$ cat src/rtl/mux_scan_ctrl.sv
// Select sequencer for a downstream 4:1 mux: walks {s1,s0} through 0..3,
// holding each value rate+1 cycles, and captures the mux output into capture[3:0].
module mux_scan_ctrl #(
  parameter int DIV_WIDTH = 4
) (
  input  logic                 clock,
  input  logic                 reset,
  input  logic                 start,
  input  logic [DIV_WIDTH-1:0] rate,
  input  logic                 m,
  output logic                 s0,
  output logic                 s1,
  output logic                 busy,
  output logic                 done,
  output logic                 valid,
  output logic [3:0]           capture,
  output logic [1:0]           fsm_state
);

  // Handshake: start is level-sampled only in IDLE; busy is high for the
  // whole scan; done pulses for one cycle; valid qualifies capture until the
  // next accepted start or reset.

  typedef enum logic [1:0] {
    IDLE = 2'd0,
    HOLD = 2'd1,
    DONE = 2'd2
  } state_t;

  localparam logic [DIV_WIDTH-1:0] CNT_ONE = DIV_WIDTH'(1);

  state_t               state, state_n;
  logic [1:0]           idx, idx_n;
  logic [DIV_WIDTH-1:0] cnt, cnt_n;
  logic [DIV_WIDTH-1:0] rate_q, rate_q_n;
  logic [3:0]           capture_n;
  logic                 valid_n;

  assign fsm_state = state;

  always_comb begin
    state_n   = state;
    idx_n     = idx;
    cnt_n     = cnt;
    rate_q_n  = rate_q;
    capture_n = capture;
    valid_n   = valid;
    case (state)
      IDLE: begin
        if (start) begin
          state_n   = HOLD;
          rate_q_n  = rate;
          cnt_n     = rate;
          idx_n     = 2'd0;
          capture_n = 4'd0;
          valid_n   = 1'b0;
        end
      end
      HOLD: begin
        if (cnt != '0) begin
          cnt_n = cnt - CNT_ONE;
        end else begin
          // Last cycle of this hold: the mux has settled for the whole hold.
          capture_n[idx] = m;
          if (idx == 2'd3) begin
            state_n = DONE;
            valid_n = 1'b1;
          end else begin
            idx_n = idx + 2'd1;
            cnt_n = rate_q;
          end
        end
      end
      DONE: begin
        state_n = IDLE;
      end
      default: begin
        state_n = IDLE;
      end
    endcase
  end

  // Outputs are registered from next-state values so they align with state.
  always_ff @(posedge clock) begin
    if (reset) begin
      state   <= IDLE;
      idx     <= 2'd0;
      cnt     <= '0;
      rate_q  <= '0;
      capture <= 4'd0;
      valid   <= 1'b0;
      busy    <= 1'b0;
      done    <= 1'b0;
      s0      <= 1'b0;
      s1      <= 1'b0;
    end else begin
      state   <= state_n;
      idx     <= idx_n;
      cnt     <= cnt_n;
      rate_q  <= rate_q_n;
      capture <= capture_n;
      valid   <= valid_n;
      busy    <= (state_n == HOLD);
      done    <= (state_n == DONE);
      s0      <= (state_n == HOLD) ? idx_n[0] : 1'b0;
      s1      <= (state_n == HOLD) ? idx_n[1] : 1'b0;
    end
  end

endmodule

$ cat config.mk
export PLATFORM = sky130hd
export DESIGN_NAME = mux_scan_ctrl
export DESIGN_NICKNAME = d
export VERILOG_FILES = /design/src/rtl/mux_scan_ctrl.sv
export SDC_FILE = /design/constraint.sdc
export NUM_CORES = 1
export LEC_CHECK = 0
export BUFFER_PORTS_ARGS = -buffer_cell sky130_fd_sc_hd__buf_2
export CAP_MARGIN = 25
export CELL_PAD_IN_SITES_DETAIL_PLACEMENT = 0
export CELL_PAD_IN_SITES_GLOBAL_PLACEMENT = 1
export CORE_MARGIN = 2
export CORE_UTILIZATION = 35
export DETAILED_ROUTE_END_ITERATION = 8
export GPL_TIMING_DRIVEN = 0
export PLACE_DENSITY_LB_ADDON = 0.1
export SETUP_SLACK_MARGIN = 0.05
export SYNTH_ARGS = -nofsm -noshare
export SYNTH_HDL_FRONTEND = slang
export SYNTH_SLANG_ARGS = --single-unit
$ cat constraint.sdc
create_clock -name clock -period 4.7 [get_ports clock]
set_clock_uncertainty 0.05 [all_clocks]
set_input_delay 0 -clock clock [delete_from_list [all_inputs] [get_ports clock]]
set_output_delay 0 -clock clock [all_outputs]
set_load 0.02 [all_outputs]
==> results.md <==
- The run finished with clean final reports.
- The data arrival time at the worst-slack endpoint is 2.56 ns.
- The DRC violation total after the first TritonRoute iteration is 26.
- The HPWL after detailed placement is 1570 um.
- In this run the tightest slew margin relative to its limit is 0.330.
- Dividing the detail-routed via count by the number of cells gives just over 5.
- The number of levels the H-tree was split into is 1.
- The number of input and output port buffers inserted is 18.
- The source of the worst hold timing path is start.
- Of the post-synthesis cell area, the dominant cell type holds 0.435.
- In the layout the commonest cells are dfxtp_1 (21), buf_2 (18), nand2_1 (13).
- The number of hold violations in the final report is 0.
- In this run, synthesis produced a sequential element count of 21.
- Once detail routing completed, the nets flagged for antenna violations numbered 0.
- The clock period could shrink to 2.35 ns.
- The pin count of the biggest net entering global routing is 13.
- The number of antenna cells inserted is 0.
- The clock net sink count is 21.
- In the synthesized netlist, the number of instances is 113.
- In the finished design, the share of the clock period the worst path needs comes to 0.499.
- In this design, the stage delay of the slowest critical-path cell is 0.58 ns.
- The category of the most critical setup path is reg2reg.
- On the final layout, the worst hold slack is 0.0757 ns.
- In this run the core area contains 19 standard-cell rows.
- The data required time of the worst path is 4.91 ns.
- The DRC violations left is 0.
- For hold timing, the worst endpoint is cnt[3]$_SDFFE_PP0P_.
- The commonest non-fill, non-tap cell in the layout is dfxtp_1.
- Derived from the worst setup path, the maximum achievable clock frequency is 0.426 GHz.
- At the later pin of the worst-skew pair, clock insertion delay measures 0.31 ns.
- The via count of the first global-routing pass is between 800 and 900.
- Dividing the detail-routed wire length by the instance count gives 13.5 um.
- The cell type of the slowest stage on the worst timing path is dlygate4sd3_1.
- The Yosys step of the flow raised 0 warnings.
- The post-synth net total is around 120.
- The effective utilization at floorplan is 0.360.
- The critical path goes through inv_1 -> ha_1 -> nor3b_2 -> a41o_1 -> buf_4 -> o41ai_1 -> dlygate4sd3_1.
- The sort of element at the end of the critical path is a register.
- The reg-to-reg setup timing slack is 2.35 ns.
- The share of the yosys chip area belonging to registers is 0.435.
- The largest fanout of any net on the critical path is 10.
- Setup repair after global routing left no endpoint under its margin.
- Max-cap violations in this run came to 0.
- The root buffer cell chosen for the clock tree is clkbuf_4.
- The total routing usage reported by global routing is 0.160.
- Counting along the longest clock path gives a buffer depth of 2.
- The synthesized design spends more area on one cell type than any other, namely dfxtp_1.
- The critical path launch point type is a register.
- The global route total overflow is 0.
- After synthesis the cells add up to 966 um2.
- The number of top-level pins is 19.
- Measured in cells, the most critical reg-to-reg path has a length of 7.
- The count of vias placed by the detailed router is 892.
- In this run the horizontal extent of the chip is 56.5 um.
- Routability-driven placement finished with a final weighted congestion of around 0.73.
- The count of final setup violators is 0.
- The fraction of layout cells with a size suffix above 1 is 0.197.
- From synthesis to final layout, the design area changed by 23.4%.
- The netlist uses 38 different library cells.
- VDD sags by at most 0.000167 V.
- The number of antenna violations at the first check in global routing came to 0.
- The static leakage is 0.000472 uW.
- The actual transition at the worst max-transition pin is between 1 and 1.5 ns.
- The first global-routing pass estimated 3920 um of wire.
- The startpoint of the worst register-to-register path is cnt[0]$_SDFFE_PP0P_.
- Power spread over the standard cell area amounts to ~300 mW/mm2.
- The tightest min-delay check is of the in2reg type.
- The average instance in the mapped netlist occupies ~8.5 um2.
- Clock-pin slew was measured on the worst setup and hold paths at 0.12 ns.
- The clock buffer count from CTS is 3.
- In the post-synthesis netlist, the biggest area contributors are dfxtp_1 (44%), a21oi_1 (6.2%), nand2_1 (5.1%).
- The clock tree from TritonCTS is done.
- The endpoint identified for the worst register-to-register timing path is cnt[0]$_SDFFE_PP0P_.
- The final number of max-transition violations was 0.
- Adding up every negative setup slack in the final design gives 0 ns.
- The worst hold path was traced through 4 stages.
- The number of gates given a new drive strength after cts is 0.
- In this run the vertical extent of the chip is 56.5 um.
- The detailed-router iteration count before antenna repair is 4.
- For this run, the share of the core covered by cells in the final layout is 0.444.
- Summed over all layers, the routed wires come to 2340 um.
- The die covers 0.00320 mm2.
- The placeable core region is ~0.0027 mm2.
- In the final design database the tool counted 152 nets.
-- worst max-delay path by stage --
stage / from / to / slack [ns] / cells after the start
finish: cnt[0]$_SDFFE_PP0P_ / cnt[0]$_SDFFE_PP0P_ / 2.35 / 7
global route: cnt[0]$_SDFFE_PP0P_ / cnt[0]$_SDFFE_PP0P_ / 2.18 / 8
CTS: cnt[0]$_SDFFE_PP0P_ / cnt[0]$_SDFFE_PP0P_ / 2.36 / 7
detailed placement: cnt[0]$_SDFFE_PP0P_ / cnt[1]$_SDFFE_PP0P_ / 2.77 / 7
global placement: cnt[0]$_SDFFE_PP0P_ / cnt[1]$_SDFFE_PP0P_ / 2.76 / 7
floorplan: cnt[0]$_SDFFE_PP0P_ / capture[1]$_SDFFE_PP0P_ / 2.96 / 7
-- state kept, by name (all words and copies together) (netlist names) --
| name | cells |
|---|---|
| busy | 1 |
| capture | 4 |
| cnt | 4 |
| done | 1 |
| fsm_state | 2 |
| idx | 2 |
| rate_q | 4 |
| s0 | 1 |
| s1 | 1 |
| valid | 1 |
-- metrics by stage --
stage	setup WS [ns]	instances	area (um2)	total power, uW
3_3_place_gp	2.76	162	1090	268
2_1_floorplan	2.96	113	966	248
4_1_cts	2.36	173	1190	364
5_1_grt	2.18	173	1190	380
3_5_place_dp	2.77	162	1090	268
6_report	2.35	173	1190	358
-- cells in the mapped netlist --
library cell   n
nand4b_1       2
inv_1          2
clkbuf_1       7
a31oi_1        1
o41ai_1        1
and2_0         1
nor4_1         3
dfxtp_1       21
a221oi_1       1
a211o_1        1
o211ai_1       2
nor3b_2        1
buf_6          1
o21bai_1       1
nor2b_1        3
nor4_2         1
a41o_1         1
a211oi_1       1
o21ai_0        2
buf_4          1
a22oi_1        1
or3b_1         2
nor2_4         1
a311o_1        1
nor3b_1        1
nand3_1        1
nand2_1       13
a21oi_1       12
nand2b_1       3
mux2i_1        2
nand4_1        1
nor2_1        11
nand3b_1       1
ha_1           1
or3_1          1
nor3_1         5
a21o_1         1
mux2_2         1
-- cell type report --
class                      count  area (um2)
multi-input combinational     81         493
clock buffer                   3        22.5
sequential                    21         420
fill                         289        1490
inverter                       2        7.51
tap                           31        38.8
clock inverter                 1        5.00
timing repair buffer          25         160
buffer                         9        45.0
-- report_power, final --
part | switching (uW) | internal [uW] | leakage (uW)
clock network | 57.8 | 31.8 | 0.0000177
registers | 6.57 | 186 | 0.000172
logic | 43.1 | 33.2 | 0.000282
total | 108 | 251 | 0.000472
-- per-layer routing --
layer  vias to the layer above  part of all wire  GRT usage
met5                         -                 0          0
met4                         0             0.020     0.0748
met3                         5             0.061     0.0207
met2                        32              0.40      0.229
met1                       393              0.51      0.236
li1                        462                 -          -
-- cells by family (layout without fill, tap and decap cells) --
family                     Yosys count  in the layout  share of synthesized area
and+or+nand+nor                     51             51                      0.291
AOI/OAI and AO/OA                   26             26                      0.174
DFF                                 21             21                      0.435
buffers and inverters               11             40                     0.0544
muxes                                3              3                     0.0324
adders and majority gates            1              1                     0.0130
-- what timing repair did --
action	in CTS	in global routing
endpoints found under the hold margin	8	0
buffers inserted	0	0
hold buffers	7	0
-- worst max-delay path: cells and delay by family (launching register included) --
| family | cells | cell delay [ns] |
|---|---|---|
| AO/OA/AOI/OAI | 2 | 0.58 |
| buffers and inverters | 3 | 0.81 |
| AND/OR/NAND/NOR | 1 | 0.22 |
| flip-flops | 1 | 0.41 |
| adder cells (fa/ha/maj) | 1 | 0.23 |
No activity file was read; power rests on OpenSTA's default activity.
